### src/rtl/mult_pkg.sv
// Shared types and helpers for the iterative digit-serial multiplier.
package mult_pkg;

  typedef enum logic [1:0] {
    IDLE = 2'd0,
    BUSY = 2'd1,
    DONE = 2'd2
  } state_t;

  // Number of DIGIT-bit slices in a WIDTH-bit multiplier operand.
  function automatic int digits(input int width, input int digit);
    return width / digit;
  endfunction

endpackage

### src/rtl/mult_digit.sv
// Combinational WIDTH x DIGIT unsigned multiplier; one partial product per cycle.
module mult_digit #(
  parameter int WIDTH = 16,
  parameter int DIGIT = 4
) (
  input  logic [WIDTH-1:0]       i_a,
  input  logic [DIGIT-1:0]       i_d,
  output logic [WIDTH+DIGIT-1:0] o_prod
);

  assign o_prod = (WIDTH+DIGIT)'(i_a) * (WIDTH+DIGIT)'(i_d);

endmodule

### src/rtl/seq_multiplier.sv
// Iterative multiplier consuming DIGIT bits of b per cycle, valid/ready on both sides.
// Optional signed mode is compiled in when SIGNED_EN is defined.
module seq_multiplier
  import mult_pkg::*;
#(
  parameter int WIDTH = 16,
  parameter int DIGIT = 4
) (
  input  logic               clk,
  input  logic               rst,
  input  logic               in_valid,
  output logic               in_ready,
  input  logic [WIDTH-1:0]   a,
  input  logic [WIDTH-1:0]   b,
`ifdef SIGNED_EN
  input  logic               op_signed,
`endif
  output logic               out_valid,
  input  logic               out_ready,
  output logic [2*WIDTH-1:0] product,
  output logic               busy
);

  localparam int N     = digits(WIDTH, DIGIT);
  localparam int CNT_W = $clog2(N) + 1;
  localparam int ACC_W = 2 * WIDTH;

  if (DIGIT < 1 || (WIDTH % DIGIT) != 0) begin : g_bad_digit
    $error("seq_multiplier: WIDTH must be a positive multiple of DIGIT");
  end

  state_t             r_state;
  state_t             w_state_next;
  logic [WIDTH-1:0]   r_a;
  logic [WIDTH-1:0]   r_b;
  logic [ACC_W-1:0]   r_acc;
  logic [CNT_W-1:0]   r_count;
  logic [ACC_W-1:0]   r_product;
  logic               r_out_valid;

  logic               w_accept;
  logic               w_last;
  int                 w_shamt;
  logic [DIGIT-1:0]   w_digit;
  logic [WIDTH+DIGIT-1:0] w_dprod;
  logic [ACC_W-1:0]   w_acc_next;
  logic [ACC_W-1:0]   w_result;
  logic [WIDTH-1:0]   w_a_in;
  logic [WIDTH-1:0]   w_b_in;

  assign w_accept = in_valid && (r_state == IDLE);
  assign w_last   = (r_count == CNT_W'(N - 1));
  assign w_shamt  = int'(r_count) * DIGIT;
  assign w_digit  = DIGIT'(r_b >> w_shamt);

  mult_digit #(
    .WIDTH (WIDTH),
    .DIGIT (DIGIT)
  ) u_digit (
    .i_a    (r_a),
    .i_d    (w_digit),
    .o_prod (w_dprod)
  );

  assign w_acc_next = r_acc + (ACC_W'(w_dprod) << w_shamt);

`ifdef SIGNED_EN
  logic r_neg;
  logic w_neg_in;

  // Magnitudes are multiplied unsigned; 0x80..0 maps to its unsigned value.
  assign w_a_in   = (op_signed && a[WIDTH-1]) ? -a : a;
  assign w_b_in   = (op_signed && b[WIDTH-1]) ? -b : b;
  assign w_neg_in = op_signed && (a[WIDTH-1] ^ b[WIDTH-1]);
  assign w_result = r_neg ? -w_acc_next : w_acc_next;

  always_ff @(posedge clk) begin
    if (rst) begin
      r_neg <= 1'b0;
    end else if (w_accept) begin
      r_neg <= w_neg_in;
    end
  end
`else
  assign w_a_in   = a;
  assign w_b_in   = b;
  assign w_result = w_acc_next;
`endif

  always_ff @(posedge clk) begin
    if (rst) begin
      r_state <= IDLE;
    end else begin
      r_state <= w_state_next;
    end
  end

  always_comb begin
    w_state_next = r_state;
    case (r_state)
      IDLE:    if (w_accept) w_state_next = BUSY;
      BUSY:    if (w_last) w_state_next = DONE;
      DONE:    if (out_ready) w_state_next = IDLE;
      default: w_state_next = IDLE;
    endcase
  end

  always_ff @(posedge clk) begin
    if (rst) begin
      r_a         <= '0;
      r_b         <= '0;
      r_acc       <= '0;
      r_count     <= '0;
      r_product   <= '0;
      r_out_valid <= 1'b0;
    end else begin
      case (r_state)
        IDLE: begin
          if (w_accept) begin
            r_a     <= w_a_in;
            r_b     <= w_b_in;
            r_acc   <= '0;
            r_count <= '0;
          end
        end
        BUSY: begin
          r_acc   <= w_acc_next;
          r_count <= r_count + CNT_W'(1);
          // Product is only ever updated on the way into DONE.
          if (w_last) begin
            r_product   <= w_result;
            r_out_valid <= 1'b1;
          end
        end
        DONE: begin
          if (out_ready) r_out_valid <= 1'b0;
        end
        default: ;
      endcase
    end
  end

  assign in_ready  = (r_state == IDLE);
  assign busy      = (r_state != IDLE);
  assign out_valid = r_out_valid;
  assign product   = r_product;

endmodule

### config.mk
export PLATFORM = sky130hd
export DESIGN_NAME = seq_multiplier
export DESIGN_NICKNAME = d
export VERILOG_FILES = /design/src/rtl/mult_pkg.sv /design/src/rtl/mult_digit.sv /design/src/rtl/seq_multiplier.sv
export SDC_FILE = /design/constraint.sdc
export NUM_CORES = 1
export LEC_CHECK = 0
export ABC_CLOCK_PERIOD_IN_PS = 10700
export CELL_PAD_IN_SITES_DETAIL_PLACEMENT = 0
export CELL_PAD_IN_SITES_GLOBAL_PLACEMENT = 1
export CORE_ASPECT_RATIO = 2
export CORE_UTILIZATION = 47
export CTS_CLUSTER_SIZE = 12
export DETAILED_ROUTE_END_ITERATION = 6
export PLACE_DENSITY = 0.83
export SLEW_MARGIN = 40
export SYNTH_ARGS = -nofsm -noshare
export SYNTH_HDL_FRONTEND = slang
export SYNTH_SLANG_ARGS = --single-unit
### constraint.sdc
create_clock -name clk -period 10.7 [get_ports clk]
set_input_delay 2.14 -clock clk [delete_from_list [all_inputs] [get_ports clk]]
set_output_delay 2.14 -clock clk [all_outputs]
set_load 0.005 [all_outputs]
* Yosys cells after proc, flatten, opt, wreduce, memory -nomap -nowiden
Cells that the tools add are included.
** Storage, ports and cells
- Input port bits :: 36
- Output and inout port bits :: 35
- Word-level logic and storage cells :: 39
- Bits in registers :: 102
** Operators by class
- Add/sub/neg operators :: 2
- Muxes and demuxes :: 11
- Equal/unequal tests :: 6
- Shift operators :: 2
- Reductions and logical operators :: 10
- $mul :: 1
** Operator list (count)
- $pmux W32 S2 :: 1
- $add A32 B32 Y32 :: 1
- $mux W32 :: 1
- $shl A20 B5 Y32 :: 1
- $mul A16 B4 Y20 :: 1
- $shr A16 B5 Y4 :: 1
- $mux W2 :: 3
- $pmux W2 S3 :: 1
- $pmux W3 S2 :: 1
- $reduce_and A2 Y1 :: 3
- $reduce_and A3 Y1 :: 2
- $reduce_bool A2 Y1 :: 3
- $ne A2 B2 Y1 const B :: 2
- $add A3 B1 Y3 const B :: 1
- $eq A3 B2 Y1 const B :: 1
- $mux W3 :: 1
- $eq A2 B1 Y1 const B :: 1
- $eq A2 B2 Y1 const B :: 1
- $logic_not A2 Y1 :: 1
- $mux W1 :: 2
- $ne A2 B1 Y1 const B :: 1
- $pmux W1 S2 :: 1
- $logic_and A1 B1 Y1 :: 1

* Depth between registers and ports, before layout
Gate-level depths: netlist of run 1.
- Depth after elaboration :: 5
- Gate-level depth with buffers :: 30
- Gate-level depth less buffers :: 26

* Modules after synthesis
Synthesis of run 1 repeated with hierarchy kept, for this count alone.
** Unflattened totals
- Cell total of the unflattened synthesis :: 1088
- Area total of the unflattened synthesis :: 8409.3 um2
** By module, submodules not included
- seq_multiplier :: cells an instance 796, seq. area each 2042.0 um2, area an instance 6226.0 um2, instances 1
- mult_digit :: cells an instance 292, seq. area each 0.0 um2, area an instance 2183.3 um2, instances 1

* Worst setup path before layout of run 1
OpenSTA, ideal clock, no wires.
- Path type :: reg-to-reg
- Start :: register r_count[0]
- End :: register r_product[31], in the netlist product[31]
- Clock period less this slack :: 6.792 ns
- Arrival time :: 6.730 ns
- Data required time :: 10.638 ns
- Library setup time :: 0.062 ns
- Cell stages (with the launch flop) :: 29
- Path slack :: 3.908 ns
- Path buffers :: 2
- Path through :: dfxtp_1 buf_1 mux4_2 clkbuf_1 and3_1 fa_1 inv_1 fa_1 inv_1 ha_1 and2_1 a22oi_1 a21boi_0 a311o_1 a21oi_1 xor2_1 mux2i_1 a22oi_1 o21ai_1 ha_1 nand3_1 nor2_1 and2_1 and4_1 nand2_1 a211o_1 xnor2_1 or4_1 nand3_1
** On the way
- Cells in the longest elaborated chain, start to end :: 4
- Elaborated cells between the ends (all ways) :: 6
- Those cells by class :: 1 x add/sub; 1 x mul; 1 x eq/ne; 2 x shift; 1 x reduce/logical
** Ends and longest elaborated chain
- start, declared :: line seq_multiplier.sv:37 : logic [CNT_W-1:0] r_count;
- start signal, assigned :: line seq_multiplier.sv:128 : r_count <= r_count + CNT_W'(1);
- $shr A16 B5 Y4 :: line seq_multiplier.sv:54 : assign w_digit = DIGIT'(r_b >> w_shamt);
- $mul A16 B4 Y20 :: line mult_digit.sv:11 : assign o_prod = (WIDTH+DIGIT)'(i_a) * (WIDTH+DIGIT)'(i_d);
- $shl A20 B5 Y32 :: line seq_multiplier.sv:65 : assign w_acc_next = r_acc + (ACC_W'(w_dprod) << w_shamt);
- $add A32 B32 Y32 :: line seq_multiplier.sv:65
- end signal, assigned :: line seq_multiplier.sv:131 : r_product <= w_result;
- end, declared :: line seq_multiplier.sv:38 : logic [ACC_W-1:0] r_product;
Several ways; a longest one is shown, not always the timed one.
A chain may end at the register's enable or synchronous reset.

* Worst setup path in the final report of run 1
- Start :: register r_count[2]
- End :: register r_acc[31]
** On the way
- Cells in the longest elaborated chain, start to end :: 5
** Ends and longest elaborated chain
- $shr A16 B5 Y4 :: line seq_multiplier.sv:54
- $mul A16 B4 Y20 :: line mult_digit.sv:11
- $shl A20 B5 Y32 * :: line seq_multiplier.sv:65
- $add A32 B32 Y32 * :: line seq_multiplier.sv:65
- $pmux W32 S2 * :: line seq_multiplier.sv:117 : case (r_state)
- end signal, assigned :: line seq_multiplier.sv:127 : r_acc <= w_acc_next;
- end, declared :: line seq_multiplier.sv:36 : logic [ACC_W-1:0] r_acc;
Every way passes the cells marked *; elsewhere a longest branch is shown, timed or not.

==> results of run 1 <==
==> area by class of cell <==
type	instances	area [um2]
Fill cell	1652	7335
Multi-Input combinational cell	811	5443
Sequential cell	102	2042
Timing Repair Buffer	80	777.0
Inverter	70	262.8
Tap cell	204	255.2
Clock buffer	10	239.0
Clock inverter	6	80.08
==> logic make-up (layout without fill, tap and decap cells) <==
| kind of cell | Yosys count | after routing |
|---|---|---|
| and+or+nand+nor | 404 | 404 |
| AOI/OAI and AO/OA | 269 | 269 |
| buffers and inverters | 128 | 166 |
| DFF | 102 | 102 |
| adders and majority gates | 86 | 86 |
| xor gates and xnor gates | 38 | 38 |
| muxes | 14 | 14 |
==> worst max-delay path, cell delays in order (launching register included) <==
cell and delay [ps]:
dfxtp_1 830, inv_1 410, buf_4 360, and3_1 210, fa_1 540, inv_1 70, fa_1 540, inv_1 40
ha_1 350, and2_1 220, a22oi_1 300, a21boi_0 170, a311o_1 330, a21oi_1 180, xor2_1 320, mux2i_1 130
a22oi_1 200, o21ai_1 110, ha_1 460, nand3_1 160, nor2_1 140, a211oi_1 90, a21oi_1 290, a2111oi_0 110
a211o_1 340, xnor2_1 180, or4_1 430, nand3_1 80
==> layout by cell type (no fill, tap or decap), types with 4 or more instances in the layout <==
master / instances
nand2_1: 185
a21oi_1: 116
dfxtp_1: 102
inv_1: 69
clkdlybuf4s50_1: 69
ha_1: 57
nor2_1: 53
and3_1: 52
nand3_1: 43
o21ai_0: 31
fa_1: 29
xnor2_1: 22
a21o_1: 20
xor2_1: 16
nor3_1: 14
a31oi_1: 13
o21ai_1: 11
and2_1: 11
a22o_1: 10
buf_4: 10
clkbuf_16: 9
mux2i_1: 8
a211oi_1: 8
or3_1: 7
nand4_1: 6
o22ai_1: 6
nor3b_1: 5
a211o_1: 5
o21a_1: 5
nand3b_1: 5
mux4_2: 4
a21boi_0: 4
a22oi_1: 4
nand2b_1: 4
==> through the flow <==
stage / hold WS [ps] / setup slack, ps
finish: 454.1 / 3018
CTS: 457.4 / 3077
detailed placement: 446.8 / 3166
global route: 470.7 / 2417
floorplan: 426.8 / 3908
global placement: 440.4 / 3210
==> flip-flops by register name, indices dropped and copies added, names as in the netlist <==
register / flops
product: 32
r_acc: 32
r_a: 16
r_b: 16
r_count: 3
r_state: 2
out_valid: 1
==> power by group through the flow <==
stage | Clock, W | Combinational (W) | Sequential [W]
final | 0.000358 | 0.000158 | 0.000401
after global routing | 0.000378 | 0.000176 | 0.000402
after CTS | 0.000365 | 0.000158 | 0.000401
after detailed placement | 0 | 0.000157 | 0.000410
after global placement | 0 | 0.000156 | 0.000410
after floorplan | 0 | 0.000108 | 0.000405
==> metal layers <==
layer	part of all wire (%)	vias up	routed length, um
met3	2.1	54	483
met1	39	3600	8799
li1	-	3687	-
met5	0	-	0
met2	55	120	12390
met4	3.8	0	845
==> worst paths after layout <==
path,startpoint,to
hold / removal,product[4]$_SDFFE_PP0P_,product[4]$_SDFFE_PP0P_
hold reg to reg,product[4]$_SDFFE_PP0P_,product[4]$_SDFFE_PP0P_
setup reg to reg,r_count[2]$_SDFFE_PP0P_,r_acc[31]$_SDFFE_PP0P_
setup / recovery,r_count[2]$_SDFFE_PP0P_,r_acc[31]$_SDFFE_PP0P_
==> impl_summary.log, run 1 <==
[metrics] Seq cells post-synth: 102
[metrics] Synth Flop Type: dfxtp_1
[metrics] CTS sink cnt: 102
[metrics] share of synthesized cell area in full adder, half adder and majority cells: 16.27%
[metrics] grt total ovfl: 0
[metrics] gate count after technology mapping: 1041
[metrics] arrival time of the worst setup path: 7980 ps
[metrics] Worst Max-Slew Pin Slew: 819.4 ps
[metrics] sequential group share of total power: 43.7%
[metrics] first-pass iteration count of the detailed router: 5
[metrics] core area: 16430 um2
[metrics] final cell count without fillers: 1283
[metrics] antenna violations before repair: 0
[metrics] post-synthesis cell type with the largest combined area: dfxtp_1
[metrics] compound-gate portion of the synthesized area: 21.56%
[metrics] RSZ-0062 raised after global routing: false
[metrics] ranking of synthesized cells by instance count: 186 x nand2_1, 116 x a21oi_1, 102 x dfxtp_1
[metrics] count leader, synth: nand2_1
[metrics] post-route core utilization: 55.37%
[metrics] buffer depth of the longest clock path: 2
[metrics] outcome: completed
[metrics] number of cells traversed by the worst hold path: 2
[metrics] GR met2 Demand/Resource: 50.98%
[metrics] cell total after placement: 1267
[metrics] Cell variety after synth: 71
[metrics] Area growth syn-to-layout: 14.45%
[metrics] I/O Buffers: 70
[metrics] final number of setup-violating endpoints: 0
[metrics] crit end category: flop
[metrics] share of flip-flops with an asynchronous set or reset after synthesis: 0%
[metrics] area of all placed cells without fillers: 9099 um2
[metrics] final WL: 22510 um
[metrics] Gates resized, CTS repair: 0
[metrics] number of clock buffers inserted by TritonCTS: 9
[metrics] Total GRT Usage: 26.93%
[metrics] final hold viol count: 0
[metrics] Post-Syn Area: 7950 um2
[metrics] post-synthesis share of cell area spent on and, or, nand and nor gates: 23.81%
[metrics] area after detailed placement: 8780 um2
[metrics] net switching power: 0.0002747 W
[metrics] power consumption: 0.0009171 W
[metrics] YS warnings: 0
[metrics] TritonCTS clock tree: yes
[metrics] worst skew pair latency: 360 ps
[metrics] Chip Width: 93.97 um
[metrics] Setup Buffers After CTS: 0
[metrics] worst path required time: 11000 ps
[metrics] peak supply drop: 0.0001111 V
[metrics] clock transition at the register clock pins on the worst setup and hold paths after CTS: 70 ps
[metrics] type of origin of the critical path: flop
[metrics] met1 usage: 28.82%
[metrics] worst reg-to-reg setup slack: 3020 ps
[metrics] logic depth of the worst register-to-register path: 27
[metrics] area share of the leading cell type in the synthesized netlist: 25.68%
[metrics] internal power summed over all cells: 0.0006425 W
[metrics] gpl congestion: 0.9584
[metrics] overall via count from detail_route: 7461
[metrics] via-per-instance ratio: 5.815
[metrics] Most Used Layer, Global Route: met2
[metrics] largest net degree at the start of global routing: 92
[metrics] clock tree skew after final layout: 10.53 ps
[metrics] wire length of the first global-routing pass: 36560 um
[metrics] Fin Setup TNS: 0 ps
[metrics] xor and xnor fraction of the mapped netlist area: 4.186%
[metrics] vias in the first global route: 7252
[metrics] fraction of power spent switching nets: 29.95%
[metrics] crit path kind: flop to flop
[metrics] Std-Cell Rows: 66
[metrics] remaining routing DRC violations: 0
[metrics] chip height: 185.9 um
[metrics] fraction of power consumed by combinational cells: 17.2%
[metrics] Top Ports: 71
[metrics] post-layout minimum cycle time: 7682 ps
[metrics] max-cap check violation count: 0
[metrics] Hold-fix buffers, CTS: 0
[metrics] global routing usage on met3: 2.819%
[metrics] EDFF count, synth: 0
[metrics] leakage power summed over all cells: 4.094 nW
[metrics] Total Die Area: 17470 um2
[metrics] placed wire-length estimate after detailed placement: 16950 um
[metrics] fin. max-slew vios: 0
[metrics] drt wl/cell: 17.55 um
[metrics] Tcrit/Tclk final: 71.80%
[metrics] number of diodes added for antenna fixing: 0
[metrics] layout cell share with drive strength beyond 1: 4.912%
[metrics] Tightest Hold Check Type: flop to flop
[metrics] multiplexer area fraction after synthesis: 2.424%
[metrics] Nets: 1196
[metrics] Syn Area/Cell: 7.637 um2
[metrics] top cells by area in the synthesized netlist: dfxtp_1 26%, ha_1 9.0%, nand2_1 8.8%
[metrics] CP max FO: 51
[metrics] Post-DRT Antenna Nets: 0
[metrics] combinational family with the most area after synthesis: simple AND/OR/NAND/NOR gates
[metrics] achievable clock frequency: 0.1302 GHz
[metrics] CTS H-Tree Depth: 3
[metrics] relative contribution of the clock network to total power: 39.1%
[metrics] slew margin rel.: 45.34%
[metrics] initial core utilization: 48.38%
[metrics] total nets after synthesis: 1163
[metrics] power density over the cells: 100.8 nW/um2
[metrics] First DRT Iteration DRCs: 298
[metrics] clock tree root buffer cell: clkbuf_16
[metrics] part of the Yosys area used for sequential elements: 25.68%
Note: power is estimated with default switching activity, not from simulation.
==> inputs of run 2 (changes only) <==
--- a/config.mk
+++ b/config.mk
@@ -5,14 +5,14 @@
 export SDC_FILE = /design/constraint.sdc
 export NUM_CORES = 1
 export LEC_CHECK = 0
-export ABC_CLOCK_PERIOD_IN_PS = 10700
+export ABC_CLOCK_PERIOD_IN_PS = 6900
 export CELL_PAD_IN_SITES_DETAIL_PLACEMENT = 0
 export CELL_PAD_IN_SITES_GLOBAL_PLACEMENT = 1
 export CORE_ASPECT_RATIO = 2
-export CORE_UTILIZATION = 47
+export CORE_UTILIZATION = 40
 export CTS_CLUSTER_SIZE = 12
 export DETAILED_ROUTE_END_ITERATION = 6
-export PLACE_DENSITY = 0.83
+export PLACE_DENSITY = 0.74
 export SLEW_MARGIN = 40
 export SYNTH_ARGS = -nofsm -noshare
 export SYNTH_HDL_FRONTEND = slang
==> constraint.sdc (replaced) <==
create_clock -name clk -period 6.9 [get_ports clk]
set_input_delay 1.38 -clock clk [delete_from_list [all_inputs] [get_ports clk]]
set_output_delay 1.38 -clock clk [all_outputs]
set_load 0.005 [all_outputs]
==> run 2 against run 1 <==
Net effect:
- global-route usage decreased by 1.8 points
- clock power rose by 46%
- non-clock buffer count up 57
- first-iteration DRC count rose by 3.0%
- via count up 1.7%
==> impl_summary.log, run 2 (synthesis results as in run 1) <==
[metrics] Nets: 1253 (+4.8%)
[metrics] area of all placed cells without fillers: 9731 um2 (+6.9%)
[metrics] Chip Width: 101.7 um (+8.2%)
[metrics] Tightest Hold Check Type: flop to flop
[metrics] CTS sink cnt: 102 (unchanged)
[metrics] Total GRT Usage: 25.16% (-1.8 points)
[metrics] fin. max-slew vios: 0 (unchanged)
[metrics] final WL: 24470 um (+8.7%)
[metrics] commonest non-fill, non-tap cells in the layout: 185 x nand2_1, 111 x a21oi_1, 101 x dfxtp_1
[metrics] peak supply drop: 0.0001745 V (+57%)
[metrics] Hold-fix buffers, CTS: 0 (unchanged)
[metrics] core area: 19370 um2 (+18%)
[metrics] worst path required time: 7230 ps (-3770 ps)
[metrics] CTS H-Tree Depth: 3 (unchanged)
[metrics] placed wire-length estimate after detailed placement: 19000 um (+12%)
[metrics] via-per-instance ratio: 5.440 (-6.5%)
[metrics] layout cell share with drive strength beyond 1: 11.97% (+7.1 points)
[metrics] wire length of the first global-routing pass: 39320 um (+7.5%)
[metrics] max-cap check violation count: 0 (unchanged)
[metrics] largest net degree at the start of global routing: 56 (-39%)
[metrics] fraction of power consumed by combinational cells: 19.7% (+2.5 points)
[metrics] final number of setup-violating endpoints: 0 (unchanged)
[metrics] achievable clock frequency: 0.1511 GHz (+16%)
[metrics] final cell count without fillers: 1395 (+8.7%)
[metrics] CP max FO: 13 (-75%)
[metrics] leakage power summed over all cells: 4.362 nW (+6.5%)
[metrics] Top Ports: 71 (unchanged)
[metrics] crit end category: flop
[metrics] initial core utilization: 41.05% (-7.3 points)
[metrics] First DRT Iteration DRCs: 307 (+3.0%)
[metrics] net switching power: 0.0004479 W (+63%)
[metrics] gpl congestion: 0.9071 (-5.4%)
[metrics] slew margin rel.: 55.69% (+10 points)
[metrics] cell total after placement: 1372 (+8.3%)
[metrics] drt wl/cell: 17.54 um (about the same)
[metrics] Worst Max-Slew Pin Slew: 664.6 ps (-154.8 ps)
[metrics] crit path kind: flop to flop
[metrics] first-pass iteration count of the detailed router: 4 (-1)
[metrics] Std-Cell Rows: 72 (+9.1%)
[metrics] Area growth syn-to-layout: 22.40%
[metrics] remaining routing DRC violations: 0 (unchanged)
[metrics] relative contribution of the clock network to total power: 36.7% (-2.4 points)
[metrics] number of clock buffers inserted by TritonCTS: 9 (unchanged)
[metrics] worst skew pair latency: 380 ps (+20 ps)
[metrics] arrival time of the worst setup path: 6950 ps (-1030 ps)
[metrics] fraction of power spent switching nets: 31.51% (+1.6 points)
[metrics] internal power summed over all cells: 0.0009734 W (+52%)
[metrics] outcome: completed
[metrics] grt total ovfl: 0 (unchanged)
[metrics] TritonCTS clock tree: yes
[metrics] I/O Buffers: 70 (unchanged)
[metrics] most common library cell in the layout ignoring fill and taps: nand2_1
[metrics] clock tree root buffer cell: clkbuf_16
[metrics] Total Die Area: 20480 um2 (+17%)
[metrics] antenna violations before repair: 0 (unchanged)
[metrics] type of origin of the critical path: flop
[metrics] post-route core utilization: 50.24% (-5.1 points)
[metrics] post-layout minimum cycle time: 6620 ps (-1062 ps)
[metrics] buffer depth of the longest clock path: 2 (unchanged)
[metrics] area after detailed placement: 9206 um2 (+4.9%)
[metrics] overall via count from detail_route: 7589 (+1.7%)
[metrics] fillers: 1985 (+20%)
[metrics] chip height: 201.4 um (+8.3%)
[metrics] number of diodes added for antenna fixing: 0 (unchanged)
[metrics] clock tree skew after final layout: 7.446 ps (-3.082 ps)
[metrics] Post-DRT Antenna Nets: 0 (unchanged)
[metrics] final hold viol count: 0 (unchanged)
[metrics] clock transition at the register clock pins on the worst setup and hold paths after CTS: 80 ps (about the same)
[metrics] vias in the first global route: 7756 (+6.9%)
[metrics] sequential group share of total power: 43.6% (about the same)
[metrics] power density over the cells: 146.1 nW/um2 (+45%)
[metrics] Tcrit/Tclk final: 95.95% (+24 points)
[run 2: changes by cell type in the layout (fill, tap and decap cells not counted), moves of 3 or more]
cell and change:
a21oi_1 -5, a21oi_2 +5, and3_4 +3, and3_1 -3
buf_4 +55, clkinv_4 +3, ha_1 -9, ha_4 +4
ha_2 +5
[run 2: final timing paths]
kind,start,end,slack [ps],depth (start not counted)
max,r_count[0]$_SDFFE_PP0P_,product[31]$_SDFFE_PP0P_,280,27
min,r_acc[30]$_SDFFE_PP0P_,r_acc[30]$_SDFFE_PP0P_,460,2
max reg2reg,r_count[0]$_SDFFE_PP0P_,product[31]$_SDFFE_PP0P_,280,27
min reg2reg,r_acc[30]$_SDFFE_PP0P_,r_acc[30]$_SDFFE_PP0P_,460,2
[run 2: layer usage]
layer  global-route usage [%]  vias up  part of all wire [%]
li1                         -     3819                     -
met1                    24.82     3637                    36
met2                    49.61       91                    58
met3                    3.300       42                   1.8
met4                    11.18        0                   3.9
met5                        0        -                     0
[run 2: per-stage QoR]
step                      TNS, ps  total power [W]  hold WS (ps)  worst slack, ps
after floorplan                 0        0.0007955         426.8            108.3
after global placement     -504.7        0.0009067         436.9           -172.9
after detailed placement   -718.1        0.0009075         444.4           -188.8
after CTS                       0         0.001431         458.3            29.64
after global routing       -12.87         0.001484         477.9           -12.87
final                           0         0.001421         455.0            279.7
[run 2: layout make-up]
cell class                      count  area (um2)  area share, %
Multi-Input combinational cell    811        5592          57.46
Timing Repair Buffer              137        1212          12.46
Clock inverter                      7       68.82         0.7072
Clock buffer                        9       225.2          2.315
Inverter                           70       262.8          2.700
Sequential cell                   102        2046          21.02
Tap cell                          259       324.1          3.330
[run 2: worst max-delay path, stage by stage, from the launching register on]
cell	delay [ps]
dfxtp_4	380
mux4_2	550
buf_6	180
and3_1	200
fa_1	540
inv_1	60
fa_1	530
inv_1	40
ha_2	320
a21oi_1	130
nand3_1	140
o221a_2	300
a311o_1	340
a21oi_2	170
xor2_2	230
mux2i_1	120
a22oi_1	190
o21ai_1	110
ha_1	350
buf_4	160
a21o_1	160
a21oi_2	170
a21oi_2	120
a2111oi_4	300
a211o_1	180
xnor2_1	100
or4_1	410
nand3_1	80
[run 2: power groups by stage]
stage | clock, W | sequential [W] | combinational [W]
floorplan | 0 | 0.000628 | 0.000168
global placement | 0 | 0.000634 | 0.000272
detailed placement | 0 | 0.000634 | 0.000273
CTS | 0.000536 | 0.000620 | 0.000275
global route | 0.000554 | 0.000622 | 0.000307
finish | 0.000522 | 0.000620 | 0.000279
[run 2: timing repair]
action                     CTS  global route
buffers inserted             0             7
gates resized for setup      7            33
pin swaps                    1            14
setup endpoints to repair   11            22
==> inputs of run 3 (changes only) <==
--- a/config.mk
+++ b/config.mk
@@ -9,9 +9,11 @@
 export CELL_PAD_IN_SITES_DETAIL_PLACEMENT = 0
 export CELL_PAD_IN_SITES_GLOBAL_PLACEMENT = 1
 export CORE_ASPECT_RATIO = 2
-export CORE_UTILIZATION = 40
+export CORE_UTILIZATION = 44
 export CTS_CLUSTER_SIZE = 12
 export DETAILED_ROUTE_END_ITERATION = 6
+export DONT_BUFFER_PORTS = 1
+export GPL_TIMING_DRIVEN = 0
 export PLACE_DENSITY = 0.74
 export SLEW_MARGIN = 40
 export SYNTH_ARGS = -nofsm -noshare
==> run 3 against run 2 <==
Net effect:
- sequential share of layout area rose by 0.81 points
- via count increased by 0.69%
- die area down 9.0%
- core utilization increased by 2.7 points
- clock skew increased by 4.6 ps
- sequential power up 0.8%
- sequential cell count stayed put
- critical path depth rose by 2
- setup slack worse by 110 ps
- final cell count down 7.0%
- combinational power about the same
==> impl_summary.log, run 3 (synthesis results as in run 1) <==
[metrics] outcome: completed
[metrics] CP max FO: 10 (-3)
[metrics] cell total after placement: 1254 (-8.6%)
[metrics] RSZ-0062 raised after global routing: true
[metrics] power density over the cells: 156.1 nW/um2 (+6.9%)
[metrics] gpl congestion: 0.9350 (+3.1%)
[metrics] type of origin of the critical path: flop
[metrics] Std-Cell Rows: 69 (-4.2%)
[metrics] Tcrit/Tclk final: 97.58% (+1.6 points)
[metrics] Area growth syn-to-layout: 17.93%
[metrics] antenna violations before repair: 0 (unchanged)
[metrics] Total Die Area: 18640 um2 (-9.0%)
[metrics] via-per-instance ratio: 5.891 (+8.3%)
[metrics] number of diodes added for antenna fixing: 0 (unchanged)
[metrics] final hold viol count: 0 (unchanged)
[metrics] final number of setup-violating endpoints: 0 (unchanged)
[metrics] Nets: 1201 (-4.2%)
[metrics] max-cap check violation count: 0 (unchanged)
[metrics] achievable clock frequency: 0.1485 GHz (-1.7%)
[metrics] final WL: 26730 um (+9.2%)
[metrics] leakage power summed over all cells: 4.062 nW (-6.9%)
[metrics] grt total ovfl: 0 (unchanged)
[metrics] Tightest Hold Check Type: flop to flop
[metrics] fraction of power spent switching nets: 31.63% (+0.12 points)
[metrics] most common library cell in the layout ignoring fill and taps: nand2_1
[metrics] fillers: 1746 (-12%)
[metrics] Post-DRT Antenna Nets: 0 (unchanged)
[metrics] logic depth of the worst register-to-register path: 29 (+7.4%)
[metrics] internal power summed over all cells: 0.001001 W (+2.8%)
[metrics] CTS H-Tree Depth: 3 (unchanged)
[metrics] arrival time of the worst setup path: 7040 ps (+90 ps)
[metrics] chip height: 192.1 um (-4.6%)
[metrics] peak supply drop: 0.0001814 V (+3.9%)
[metrics] clock tree root buffer cell: clkbuf_16
[metrics] Chip Width: 97.05 um (-4.6%)
[metrics] core area: 17700 um2 (-8.6%)
[metrics] slowest cell on the critical path: fa_1
[metrics] TritonCTS clock tree: yes
[metrics] Worst Max-Slew Pin Slew: 798.5 ps (+133.9 ps)
[metrics] I/O Buffers: 0 (-100%)
[metrics] crit end category: flop
[metrics] Hold-fix buffers, CTS: 0 (unchanged)
[metrics] net switching power: 0.0004630 W (+3.4%)
[metrics] Fin Setup TNS: 0 ps (unchanged)
[metrics] peak per-stage delay on the critical path: 560 ps (about the same)
[metrics] fraction of power consumed by combinational cells: 19.0% (-0.7 points)
[metrics] overall via count from detail_route: 7641 (+0.69%)
[metrics] Top Ports: 71 (unchanged)
[metrics] worst skew pair latency: 370 ps (about the same)
[metrics] fin. max-slew vios: 0 (unchanged)
[metrics] initial core utilization: 44.92% (+3.9 points)
[metrics] number of clock buffers inserted by TritonCTS: 9 (unchanged)
[metrics] number of cells traversed by the worst hold path: 2 (unchanged)
[metrics] relative contribution of the clock network to total power: 38.3% (+1.6 points)
[metrics] final cell count without fillers: 1297 (-7.0%)
[metrics] sequential group share of total power: 42.7% (-0.9 points)
[metrics] layout cell share with drive strength beyond 1: 14.58% (+2.6 points)
[metrics] combined buffer and inverter count along the critical path: 6 (+2)
[metrics] CTS sink cnt: 102 (unchanged)
[metrics] drt wl/cell: 20.61 um (+17%)
[metrics] crit path kind: flop to flop
[metrics] First DRT Iteration DRCs: 330 (+7.5%)
[metrics] clock transition at the register clock pins on the worst setup and hold paths after CTS: 80 ps (about the same)
[metrics] commonest non-fill, non-tap cells in the layout: 185 x nand2_1, 104 x a21oi_1, 100 x dfxtp_1
[metrics] clock tree skew after final layout: 12.02 ps (+4.574 ps)
[metrics] dominant delay contributor by cell family on the critical path: adder cells
[metrics] worst path required time: 7210 ps (-20 ps)
[metrics] slew margin rel.: 46.76% (-8.9 points)
[metrics] Total GRT Usage: 29.25% (+4.1 points)
[metrics] wire length of the first global-routing pass: 41910 um (+6.6%)
[metrics] post-layout minimum cycle time: 6733 ps (+112.7 ps)
[metrics] logic depth of the worst path, buffers included: 29 (+7.4%)
[metrics] first-pass iteration count of the detailed router: 5 (+1)
[metrics] remaining routing DRC violations: 0 (unchanged)
[metrics] buffer depth of the longest clock path: 2 (unchanged)
[metrics] vias in the first global route: 7842 (+1.1%)
[metrics] placed wire-length estimate after detailed placement: 21160 um (+11%)
[metrics] largest net degree at the start of global routing: 21 (-63%)
## run 3: changes by cell type in the layout (fill, tap and decap cells not counted), moves of 5 or more
cell             change
inv_2                +5
ha_1                 -9
ha_4                +11
a21oi_2              +6
clkdlybuf4s50_1     -69
inv_1                -5
a21oi_1              -7
clkbuf_1            +44
buf_4               -36
## run 3: power by group through the flow
stage | Clock [W] | Sequential (W) | Combinational (W)
after global routing | 0.000595 | 0.000627 | 0.000303
after floorplan | 0 | 0.000628 | 0.000168
after CTS | 0.000574 | 0.000624 | 0.000252
after detailed placement | 0 | 0.000638 | 0.000236
after global placement | 0 | 0.000637 | 0.000236
final | 0.000560 | 0.000625 | 0.000278
## run 3: repair_timing
action | in CTS | in global routing
pin swaps | 22 | 47
gates resized for setup | 56 | 87
endpoints found under the hold margin | 0 | 0
endpoints found under the setup margin | 44 | 28
buffers inserted | 17 | 14
## run 3: final cells by class
type	instances	area, um2	area share [%]
multi-input combinational	811	5961	63.58
sequential	102	2047	21.83
tap	213	266.5	2.843
inverter	70	262.8	2.803
buffer	54	261.5	2.789
timing repair buffer	31	249.0	2.656
clock buffer	9	225.2	2.402
clock inverter	7	102.6	1.094
## run 3: path summary, 6_finish.rpt
path / start / endpoint / slack, ps
max: r_count[1]$_SDFFE_PP0P_ / product[31]$_SDFFE_PP0P_ / 170
min reg2reg: r_acc[30]$_SDFFE_PP0P_ / r_acc[30]$_SDFFE_PP0P_ / 450
max reg2reg: r_count[1]$_SDFFE_PP0P_ / product[31]$_SDFFE_PP0P_ / 170
min: r_acc[30]$_SDFFE_PP0P_ / r_acc[30]$_SDFFE_PP0P_ / 450
## run 3: through the flow
| step | util (%) | worst slack (ps) | total power [W] | hold slack, ps | instance area (um2) |
|---|---|---|---|---|---|
| after floorplan | - | 108.3 | 0.0007955 | 426.8 | 7950 |
| after global placement | 46.43 | -1388 | 0.0008731 | 439.0 | 8217 |
| after detailed placement | 46.43 | -1367 | 0.0008738 | 441.5 | 8217 |
| after CTS | 50.32 | 14.54 | 0.001449 | 452.7 | 8906 |
| after global routing | 52.97 | -100.0 | 0.001525 | 478.6 | 9375 |
| final | 52.97 | 167.0 | 0.001464 | 450.9 | 9375 |
## run 3: worst min-delay path: stages (launching register included)
cell     delay, ps
dfxtp_1        320
nand2_1         50
nand2_1         40
## run 3: layer usage
layer / vias to the layer above / part of all wire, % / GRT usage [%]
met5: - / 0 / 0
met4: 0 / 6.6 / 20.61
met3: 72 / 2.8 / 3.421
met2: 172 / 56 / 57.64
met1: 3685 / 34 / 27.40
li1: 3712 / - / -
